**src/rtl/lotr_pkg.sv**
```systemverilog
// rtl/lotr_pkg.sv - shared ring message types and field positions for the request ring
// Contents:
//   t_opcode    : request opcode carried on the ring
//   t_ring_msg  : one ring slot payload {requestor, opcode, address, data}
//   t_slot_sel  : source selected for the outgoing ring slot
//   RING_DEST_* : destination core field inside the address
package lotr_pkg;

  typedef enum logic [2:0] {
    OP_NOP   = 3'd0,
    OP_LOAD  = 3'd1,
    OP_STORE = 3'd2,
    OP_AMO   = 3'd3,
    OP_FLUSH = 3'd4
  } t_opcode;

  typedef struct packed {
    logic [9:0]  requestor;  // {core[7:0], thread[1:0]}
    t_opcode     opcode;
    logic [31:0] address;
    logic [31:0] data;
  } t_ring_msg;

  typedef enum logic [1:0] {
    SEL_IDLE   = 2'd0,
    SEL_PASS   = 2'd1,
    SEL_INJECT = 2'd2
  } t_slot_sel;

  localparam int RING_DEST_MSB = 31;
  localparam int RING_DEST_LSB = 24;

endpackage

```
**src/rtl/ring_inject_fifo.sv**
```systemverilog
// rtl/ring_inject_fifo.sv - local inject queue holding ring messages in arrival order
// Ports:
//   QClk, RstQnnnH : clock, synchronous active-high reset (empties the queue)
//   push_i         : write push_msg_i at the tail (caller guarantees not full)
//   pop_i          : drop the head entry (caller guarantees not empty)
//   head_o         : oldest entry; undefined content while empty
//   full_o/empty_o : occupancy flags from the registered count
//   count_o        : number of valid entries, 0..FIFO_DEPTH
module ring_inject_fifo
  import lotr_pkg::*;
#(
  parameter int FIFO_DEPTH = 4
) (
  input  logic                          QClk,
  input  logic                          RstQnnnH,
  input  logic                          push_i,
  input  t_ring_msg                     push_msg_i,
  input  logic                          pop_i,
  output t_ring_msg                     head_o,
  output logic                          full_o,
  output logic                          empty_o,
  output logic [$clog2(FIFO_DEPTH):0]   count_o
);

  localparam int PW = $clog2(FIFO_DEPTH);
  localparam int CW = PW + 1;

  t_ring_msg       mem_q [FIFO_DEPTH];
  logic [PW-1:0]   wr_ptr_q, wr_ptr_d;
  logic [PW-1:0]   rd_ptr_q, rd_ptr_d;
  logic [CW-1:0]   count_q, count_d;

  // Pointers are exactly log2(depth) bits, so they wrap modulo depth for free.
  always_comb begin
    wr_ptr_d = wr_ptr_q;
    rd_ptr_d = rd_ptr_q;
    count_d  = count_q;
    if (push_i) wr_ptr_d = wr_ptr_q + 1'b1;
    if (pop_i)  rd_ptr_d = rd_ptr_q + 1'b1;
    case ({push_i, pop_i})
      2'b10:   count_d = count_q + 1'b1;
      2'b01:   count_d = count_q - 1'b1;
      default: count_d = count_q;
    endcase
  end

  always_ff @(posedge QClk) begin
    if (RstQnnnH) begin
      wr_ptr_q <= '0;
      rd_ptr_q <= '0;
      count_q  <= '0;
    end else begin
      wr_ptr_q <= wr_ptr_d;
      rd_ptr_q <= rd_ptr_d;
      count_q  <= count_d;
    end
  end

  // Storage needs no reset: entries are only visible through count.
  always_ff @(posedge QClk) begin
    if (push_i) mem_q[wr_ptr_q] <= push_msg_i;
  end

  assign head_o  = mem_q[rd_ptr_q];
  assign count_o = count_q;
  assign empty_o = (count_q == '0);
  assign full_o  = (count_q == CW'(FIFO_DEPTH));

endmodule

```
**src/rtl/ring_req_inject_arb.sv**
```systemverilog
// rtl/ring_req_inject_arb.sv - request-ring stop: eject, pass-through and local inject arbitration
// Ports:
//   QClk, RstQnnnH          : clock, synchronous active-high reset
//   CoreID                  : this tile's ID, static after reset
//   RingIn*Q500H            : incoming ring slot (valid + message fields)
//   LocReq*Q500H            : local core request; LocReqReadyQ500H = queue not full
//   RingOut*Q501H           : registered outgoing ring slot, fields 0 when invalid
//   Eject*Q501H             : registered message addressed to this tile, fields 0 when invalid
//   StarveQnnnH             : local queue blocked for STARVE_MAX consecutive cycles
module ring_req_inject_arb
  import lotr_pkg::*;
#(
  parameter int FIFO_DEPTH = 4,
  parameter int STARVE_MAX = 15
) (
  input  logic        QClk,
  input  logic        RstQnnnH,
  input  logic [7:0]  CoreID,
  input  logic        RingInValidQ500H,
  input  logic [9:0]  RingInRequestorQ500H,
  input  t_opcode     RingInOpcodeQ500H,
  input  logic [31:0] RingInAddressQ500H,
  input  logic [31:0] RingInDataQ500H,
  input  logic        LocReqValidQ500H,
  output logic        LocReqReadyQ500H,
  input  logic [9:0]  LocReqRequestorQ500H,
  input  t_opcode     LocReqOpcodeQ500H,
  input  logic [31:0] LocReqAddressQ500H,
  input  logic [31:0] LocReqDataQ500H,
  output logic        RingOutValidQ501H,
  output logic [9:0]  RingOutRequestorQ501H,
  output t_opcode     RingOutOpcodeQ501H,
  output logic [31:0] RingOutAddressQ501H,
  output logic [31:0] RingOutDataQ501H,
  output logic        EjectValidQ501H,
  output logic [9:0]  EjectRequestorQ501H,
  output t_opcode     EjectOpcodeQ501H,
  output logic [31:0] EjectAddressQ501H,
  output logic [31:0] EjectDataQ501H,
  output logic        StarveQnnnH
);

  localparam int CW = $clog2(FIFO_DEPTH) + 1;
  localparam int SW = $clog2(STARVE_MAX + 1);

  t_ring_msg  ring_in, loc_msg, fifo_head;
  logic       fifo_full, fifo_empty, fifo_push, fifo_pop;
  logic [CW-1:0] fifo_count;

  logic [7:0] in_dest;
  logic       ring_hit;
  t_slot_sel  slot_sel;

  t_ring_msg  ring_out_q, ring_out_d;
  logic       ring_out_valid_q, ring_out_valid_d;
  t_ring_msg  eject_q, eject_d;
  logic       eject_valid_q, eject_valid_d;
  logic [SW-1:0] starve_cnt_q, starve_cnt_d;
  logic       starve_q, starve_d;

  always_comb begin
    ring_in.requestor = RingInRequestorQ500H;
    ring_in.opcode    = RingInOpcodeQ500H;
    ring_in.address   = RingInAddressQ500H;
    ring_in.data      = RingInDataQ500H;
    loc_msg.requestor = LocReqRequestorQ500H;
    loc_msg.opcode    = LocReqOpcodeQ500H;
    loc_msg.address   = LocReqAddressQ500H;
    loc_msg.data      = LocReqDataQ500H;
  end

  assign LocReqReadyQ500H = !fifo_full;
  assign fifo_push        = LocReqValidQ500H && LocReqReadyQ500H;
  assign fifo_pop         = (slot_sel == SEL_INJECT);

  // A push only lands in the queue at the clock edge, so the head seen here
  // never contains this cycle's push: a fresh request is never bypassed.
  ring_inject_fifo #(
    .FIFO_DEPTH (FIFO_DEPTH)
  ) u_fifo (
    .QClk       (QClk),
    .RstQnnnH   (RstQnnnH),
    .push_i     (fifo_push),
    .push_msg_i (loc_msg),
    .pop_i      (fifo_pop),
    .head_o     (fifo_head),
    .full_o     (fifo_full),
    .empty_o    (fifo_empty),
    .count_o    (fifo_count)
  );

  // Slot selection: an ejected slot counts as free, so eject and inject can
  // share a cycle. Pass-through traffic always wins over the local queue.
  always_comb begin
    in_dest  = RingInAddressQ500H[RING_DEST_MSB:RING_DEST_LSB];
    ring_hit = RingInValidQ500H && (in_dest == CoreID);
    slot_sel = SEL_IDLE;
    if ((!RingInValidQ500H || ring_hit) && !fifo_empty) begin
      slot_sel = SEL_INJECT;
    end else if (RingInValidQ500H && !ring_hit) begin
      slot_sel = SEL_PASS;
    end

    ring_out_d       = '0;
    ring_out_valid_d = 1'b0;
    case (slot_sel)
      SEL_INJECT: begin
        ring_out_d       = fifo_head;
        ring_out_valid_d = 1'b1;
      end
      SEL_PASS: begin
        ring_out_d       = ring_in;
        ring_out_valid_d = 1'b1;
      end
      default: ;
    endcase

    eject_d       = ring_hit ? ring_in : '0;
    eject_valid_d = ring_hit;
  end

  // Blocked-cycle counter: counts only while something waits and nothing leaves.
  always_comb begin
    starve_cnt_d = starve_cnt_q;
    if (fifo_pop || (fifo_count == '0)) begin
      starve_cnt_d = '0;
    end else if (starve_cnt_q != SW'(STARVE_MAX)) begin
      starve_cnt_d = starve_cnt_q + 1'b1;
    end
    starve_d = (starve_cnt_d == SW'(STARVE_MAX));
  end

  always_ff @(posedge QClk) begin
    if (RstQnnnH) begin
      ring_out_q       <= '0;
      ring_out_valid_q <= 1'b0;
      eject_q          <= '0;
      eject_valid_q    <= 1'b0;
      starve_cnt_q     <= '0;
      starve_q         <= 1'b0;
    end else begin
      ring_out_q       <= ring_out_d;
      ring_out_valid_q <= ring_out_valid_d;
      eject_q          <= eject_d;
      eject_valid_q    <= eject_valid_d;
      starve_cnt_q     <= starve_cnt_d;
      starve_q         <= starve_d;
    end
  end

  assign RingOutValidQ501H     = ring_out_valid_q;
  assign RingOutRequestorQ501H = ring_out_q.requestor;
  assign RingOutOpcodeQ501H    = ring_out_q.opcode;
  assign RingOutAddressQ501H   = ring_out_q.address;
  assign RingOutDataQ501H      = ring_out_q.data;
  assign EjectValidQ501H       = eject_valid_q;
  assign EjectRequestorQ501H   = eject_q.requestor;
  assign EjectOpcodeQ501H      = eject_q.opcode;
  assign EjectAddressQ501H     = eject_q.address;
  assign EjectDataQ501H        = eject_q.data;
  assign StarveQnnnH           = starve_q;

endmodule

```
**config.mk**
```make
export PLATFORM = sky130hd
export DESIGN_NAME = ring_req_inject_arb
export DESIGN_NICKNAME = d
export VERILOG_FILES = /design/src/rtl/lotr_pkg.sv /design/src/rtl/ring_inject_fifo.sv /design/src/rtl/ring_req_inject_arb.sv
export SDC_FILE = /design/constraint.sdc
export NUM_CORES = 1
export LEC_CHECK = 0
export BUFFER_PORTS_ARGS = -buffer_cell sky130_fd_sc_hd__buf_2
export CAP_MARGIN = 20
export CELL_PAD_IN_SITES_DETAIL_PLACEMENT = 0
export CELL_PAD_IN_SITES_GLOBAL_PLACEMENT = 1
export CORE_ASPECT_RATIO = 1.25
export CORE_MARGIN = 10
export CORE_UTILIZATION = 50
export CTS_CLUSTER_DIAMETER = 50
export DETAILED_ROUTE_END_ITERATION = 16
export PLACE_DENSITY = 0.95
export SETUP_SLACK_MARGIN = 0.15
export SLEW_MARGIN = 0
export SYNTH_ARGS = -nofsm -noshare
export SYNTH_HDL_FRONTEND = slang
export SYNTH_HIERARCHICAL = 1
export SYNTH_SLANG_ARGS = --single-unit
export TNS_END_PERCENT = 10
```
**constraint.sdc**
```tcl
create_clock -name QClk -period 7.5 [get_ports QClk]
set_input_delay 1.5 -clock QClk [delete_from_list [all_inputs] [get_ports QClk]]
set_output_delay 1.5 -clock QClk [all_outputs]
set_load 0.05 [all_outputs]
```
## Word level (Yosys, flattened, before mapping)

Memories as Yosys holds them, arrays and structs flattened. A register that Yosys moved wholly into a read port is not among the register bits.
Index checks and enable logic that the tools add are counted.

| operators by class | value |
|---|---|
| add/subtract/negate cells | 5 |
| eq/ne operators | 8 |
| muxes and demuxes | 11 |
| reductions and logical operators | 14 |
| bitwise logic cells | 1 |

Operators by type and width:

| cell | number |
|---|---|
| 77-bit one-hot mux with 2 select lines | 1 |
| 8-bit == test | 1 |
| 4-bit 2-to-1 mux | 2 |
| 2-bit 2-to-1 mux | 3 |
| 3-bit one-hot mux with 2 select lines | 1 |
| 2-bit by 1-bit adder with 2-bit output, second input constant | 2 |
| 4-bit by 1-bit adder with 4-bit output, second input constant | 1 |
| 2-bit by 1-bit == test with 1-bit output, second input constant | 2 |
| 2-bit == test, second input constant | 2 |
| 4-bit == test, second input constant | 1 |
| 1-bit logical AND | 4 |
| 1-bit zero test | 4 |
| 1-bit 2-to-1 mux | 4 |
| 4-bit != test, second input constant | 1 |
| 2-bit OR reduction | 2 |
| 3-bit by 1-bit adder with 3-bit output, second input constant | 1 |
| 3-bit == test, second input constant | 1 |
| 3-bit zero test | 1 |
| 3-bit by 1-bit subtractor with 3-bit output, second input constant | 1 |
| 1-bit logical OR | 2 |
| 2-bit nonzero test | 1 |
| 1-bit NOT | 1 |

| storage, ports and cells | value |
|---|---|
| input bits | 166 |
| word-level logic and storage cells | 55 |
| output and inout bits | 158 |
| register bits after elaboration | 168 |
| memories | 1 |
| bits in writable memories | 308 |

Memory list:

| memory | depth | width | rd ports | clocked after memory_dff | wr ports | line | source |
|---|---|---|---|---|---|---|---|
| u_fifo.mem_q | 4 | 77 | 1 | 1 | 1 | ring_inject_fifo.sv:28 | `t_ring_msg mem_q [FIFO_DEPTH];` |

## Depth between registers and ports, before layout

| depth | value |
|---|---|
| depth in word-level cells | 10 |
| depth in mapped cells | 13 |
| gate-level depth less buffers | 10 |

## Modules after synthesis

The synthesis kept the hierarchy.

By module, submodules not included:

| module | cells an instance | area each (um2) | seq. area each (um2) | instances |
|---|---|---|---|---|
| ring_inject_fifo | 450 | 11578.6 | 9429.0 | 1 |
| ring_req_inject_arb | 551 | 5656.7 | 3223.1 | 1 |

## Worst setup path before layout

OpenSTA, ideal clock, no wires.

| path | value |
|---|---|
| kind | input to register |
| start point | input port LocReqValidQ500H |
| end point | memory u_fifo/mem_q[0][0] (netlist name), enable pin |
| setup slack | 3369 ps |
| arrival | 3688 ps |
| library setup time | 443 ps |
| stages on the path | 2 |
| path buffers | 0 |
| data required time | 7057 ps |
| cell sequence | nor2b_1 and2_1 |

| on the way | value |
|---|---|
| cells in the longest elaborated chain, start to end | 3 |

RTL lines:

| item | line | source |
|---|---|---|
| start: declaration | ring_req_inject_arb.sv:24 | `input logic LocReqValidQ500H,` |
| 1-bit logical AND | ring_req_inject_arb.sv:73 | `assign fifo_push = LocReqValidQ500H && LocReqReadyQ500H;` |
| 1-bit 2-to-1 mux | ring_inject_fifo.sv:61 | `if (push_i) mem_q[wr_ptr_q] <= push_msg_i;` |
| 1-bit 2-to-1 mux (implied by the code) | ring_inject_fifo.sv:61 |  |
| end: declaration | ring_inject_fifo.sv:28 |  |

Every way passes these cells.

## Worst setup path after layout

| path | value |
|---|---|
| start point | input port RingInAddressQ500H[29] |
| end point | register u_fifo.count_q[2] (netlist: u_fifo/count_o[2]) |

| on the way | value |
|---|---|
| cells in the longest elaborated chain, start to end | 9 |
| elaborated cells between the ends (all ways) | 13 |
| classes of those cells | 4 x eq/ne; 3 x mux; 6 x reduce/logical |

RTL lines:

| item | line | source |
|---|---|---|
| start: declaration | ring_req_inject_arb.sv:22 | `input logic [31:0] RingInAddressQ500H,` |
| 8-bit == test * | ring_req_inject_arb.sv:96 | `ring_hit = RingInValidQ500H && (in_dest == CoreID);` |
| 1-bit logical AND * | ring_req_inject_arb.sv:96 |  |
| 1-bit zero test | ring_req_inject_arb.sv:100 | `end else if (RingInValidQ500H && !ring_hit) begin` |
| 1-bit logical AND | ring_req_inject_arb.sv:100 |  |
| 1-bit 2-to-1 mux | ring_req_inject_arb.sv:100 |  |
| 2-bit 2-to-1 mux * | ring_req_inject_arb.sv:98 | `if ((!RingInValidQ500H \|\| ring_hit) && !fifo_empty) begin` |
| 2-bit == test * | ring_req_inject_arb.sv:74 | `assign fifo_pop = (slot_sel == SEL_INJECT);` |
| net fifo_pop | ring_req_inject_arb.sv:47 | `logic fifo_full, fifo_empty, fifo_push, fifo_pop;` |
| 2-bit by 1-bit == test with 1-bit output / 2-bit == test (equally long branches) | ring_inject_fifo.sv:40 | `case ({push_i, pop_i})` |
| 3-bit one-hot mux with 2 select lines / 2-bit nonzero test (equally long branches) | - |  |
| end signal: assignment | ring_inject_fifo.sv:55 | `count_q <= count_d;` |
| end: declaration | ring_inject_fifo.sv:31 | `logic [CW-1:0] count_q, count_d;` |

The timed path passes the listed nets; every way through them passes the cells marked *.
A chain may end at the register's enable or synchronous reset.

==> impl_metrics.ini <==
[outcome]
outcome = completed

[grt]
antenna_found_initial = 11
grt_pass1_wl_mm = 58.1
grt_max_degree = 86
grt.overflow.total = 0
grt_use_total_pct = 18.1
grt_pass1_vias = 10100

[floorplanning]
initial_core_util_pct = 51.0
die_h_microns = 228
die_w_microns = 186
core_area_sq_um = 33800
rows = 75
pin_count = 324
die_area_sq_um = 42300

[worst_setup_path]
start_kind = input pin
max_stage_delay_ps = 470
end_kind = register
cp_max_fo = 31
cp_top_family = simple AND/OR/NAND/NOR gates
path_cells = buf_2 > xnor2_1 > nand4_1 > o21a_4 > nor2_1 > ha_1 > inv_1 > fa_1 > xor2_1 > or3_1 > a21oi_1
crit_path_top_delay_cell = o21a_4
crit_required_ps = 7980
critPathBufInv = 2
crit_type = in2reg
arrival_ps = 4030

[cts]
hold_buffers = 0
clock_sinks = 478
clockBufferDepth = 3
cts-root-buf = clkbuf_16
cts_tree = done
htreeDepth = 2
cts_resized = 0
cts_setup_buffers = 0
clk_pin_slew_ps = 60
clock_latency_ps = 570
cts_buffers = 47

[placed_design]
io_buffers = 323
place_ws_ps = 3410
dp_hpwl_mm = 25.4
placed_area_sq_um = 19100
dp.cells = 1697
place.gp.congestion = 0.787

[detailed_routing]
vias_per_cell = 5.26
drt_drc_violations_left = 0
avgRoutedWirePerCell_microns = 21.5
routed_wl_mm = 38.6
drtAntennaViolNets = 0
first_pass_iters = 5
via_count = 9441
drt_iter0_drc = 578

[finish]
final_cells = 1794
final_core_utilization_pct = 61.2
design_area_sq_um = 20700
fill_cells = 2497
drive_gt1_share_pct = 36.8
multi_input_area_sq_um = 4190
final_nets = 1496
mostFrequentLayoutCells = 323 x buf_2, 308 x edfxtp_1, 168 x dfxtp_1
regArea_sq_um = 12700
area_growth_pct = 19.9
layout_commonest_cell = buf_2

[sta]
fin_skew_ps = 23.0
max_freq_ghz = 0.282
maxSlewHeadroom_pct = 32.3
setup_viol = 0
whs_ps = 539
fin_crit_sh_pct = 47.4
tns_ps = 0
worstMarginPinSlew_ps = 1000
fin_crit_ps = 3550
hold_viol = 0
rsz0062_at_grt = false
timing.final.ws_setup_ps = 3950
final_max_slew_viol_count = 0

[pwr]
cellLeakagePower_nw = 8.08
total_power_mw = 6.94
p_per_area_nw_per_um2 = 336
irDropWorstVdd_v = 0.000211

[logic_synthesis]
synth_compound_area_share_pct = 0.494
syn-num-nets = 1174
synthCells = 1001
synth-adder-area-share_pct = 0.552
synthMuxAreaShare_pct = 14.6
synth.distinct_cells = 34
ys_warn_count = 6
synthSimpleGateAreaFrac_pct = 7.81
synthXorXnorAreaFrac_pct = 0.711
synth_top_family_by_area = multiplexers
post_synth.cell_area_avg_sq_um = 17.2
synth.cell_area_sq_um = 17200
synth_seq_cells = 478
ys_seq_area_share_pct = 73.4

[job]
cap_violations = 0

[worst_hold_path]
hp-class = reg2reg
worst paths after layout:
| check | from | end | slack, ps | depth (start not counted) |
|---|---|---|---|---|
| setup / recovery | RingInAddressQ500H[29] | u_fifo/count_o[2]$_SDFFE_PP0P_ | 3950 | 11 |
| hold / removal | u_fifo/rd_ptr_q[1]$_SDFFE_PP0P_ | u_fifo/rd_ptr_q[1]$_SDFFE_PP0P_ | 540 | 2 |
| setup reg to reg | u_fifo/count_o[0]$_SDFFE_PP0P_ | u_fifo/mem_q[0][18]$_DFFE_PP_ | 4640 | 5 |
| hold reg to reg | u_fifo/rd_ptr_q[1]$_SDFFE_PP0P_ | u_fifo/rd_ptr_q[1]$_SDFFE_PP0P_ | 540 | 2 |
power by group:
part           leakage, nW  internal, mW  switching, mW
registers             4.21          3.10          0.147
logic                 3.10         0.532          0.896
clock network        0.770          1.29          0.973
total                 8.08          4.92           2.02
sequential cells by signal, summed over array words and instances (netlist names), 2 cells and up, named ones only:
register and count:
EjectRequestorQ501H 10, u_fifo/mem_q 308, RingOutAddressQ501H 32, u_fifo/rd_ptr_q 2, starve_cnt_q 4, EjectOpcodeQ501H 3
EjectAddressQ501H 32, EjectDataQ501H 32, RingOutOpcodeQ501H 3, u_fifo/count_o 3, u_fifo/wr_ptr_q 2, RingOutRequestorQ501H 10
RingOutDataQ501H 32
logic make-up after synthesis:
kind of cell,count (synthesis)
fa+ha+maj,7
buf+inv,69
simple gates,263
xor+xnor,14
compound gates,14
flops,478
mux,156
per-layer routing:
metal  wire length [microns]  part of all wire (%)  track usage (%)  vias to the layer above
met4                     986                   2.6             6.98                        4
li1                        -                     -                -                     4395
met1                   14200                    37             20.2                     4691
met5                      23                 0.060                0                        -
met2                   20900                    54             32.5                      278
met3                    2500                   6.5             4.31                       73
final cells by class:
class                      count  area share [%]
sequential                   478            61.3
timing repair buffer         333            8.19
antenna                        9           0.109
multi-input combinational    454            20.3
tap                          423            2.56
inverter                       9           0.176
clock inverter                28            1.01
clock buffer                  60            6.38
worst reg2reg max path: stages (launching register included):
cell and delay [ps]:
dfxtp_1 400, inv_1 90, and3_1 220, nor2b_1 430, and2_4 650, buf_4 650
synth_stat cells:
master     count  area share [%]
a2111oi_0      1           0.051
nor4b_4        1            0.14
or3_1          1           0.036
o211ai_1       2           0.087
nor3_1         2           0.058
buf_12         4            0.46
nor2_1        11            0.24
mux4_2        77              10
and4_1         1           0.051
edfxtp_1     308              54
nand3_1       75             2.2
nand3b_1       2           0.087
xor2_1         4            0.20
nand2_1       82             1.8
ha_1           6            0.44
buf_2         11            0.32
o21a_1         1           0.044
mux2i_1       79             4.6
clkbuf_1      33            0.72
a21oi_1        7            0.20
inv_2          2           0.044
buf_6          7            0.46
xnor2_1       10            0.51
nor4bb_1       2            0.12
o311ai_0       1           0.051
dfxtp_1      170              20
and3_1         2           0.073
and2_1        81             2.9
o21ai_0        2           0.058
nor2b_1        1           0.036
buf_4          5            0.22
inv_1          7            0.15
nand4_1        2           0.073
fa_1           1            0.12
(Power assumes the default switching activity.)
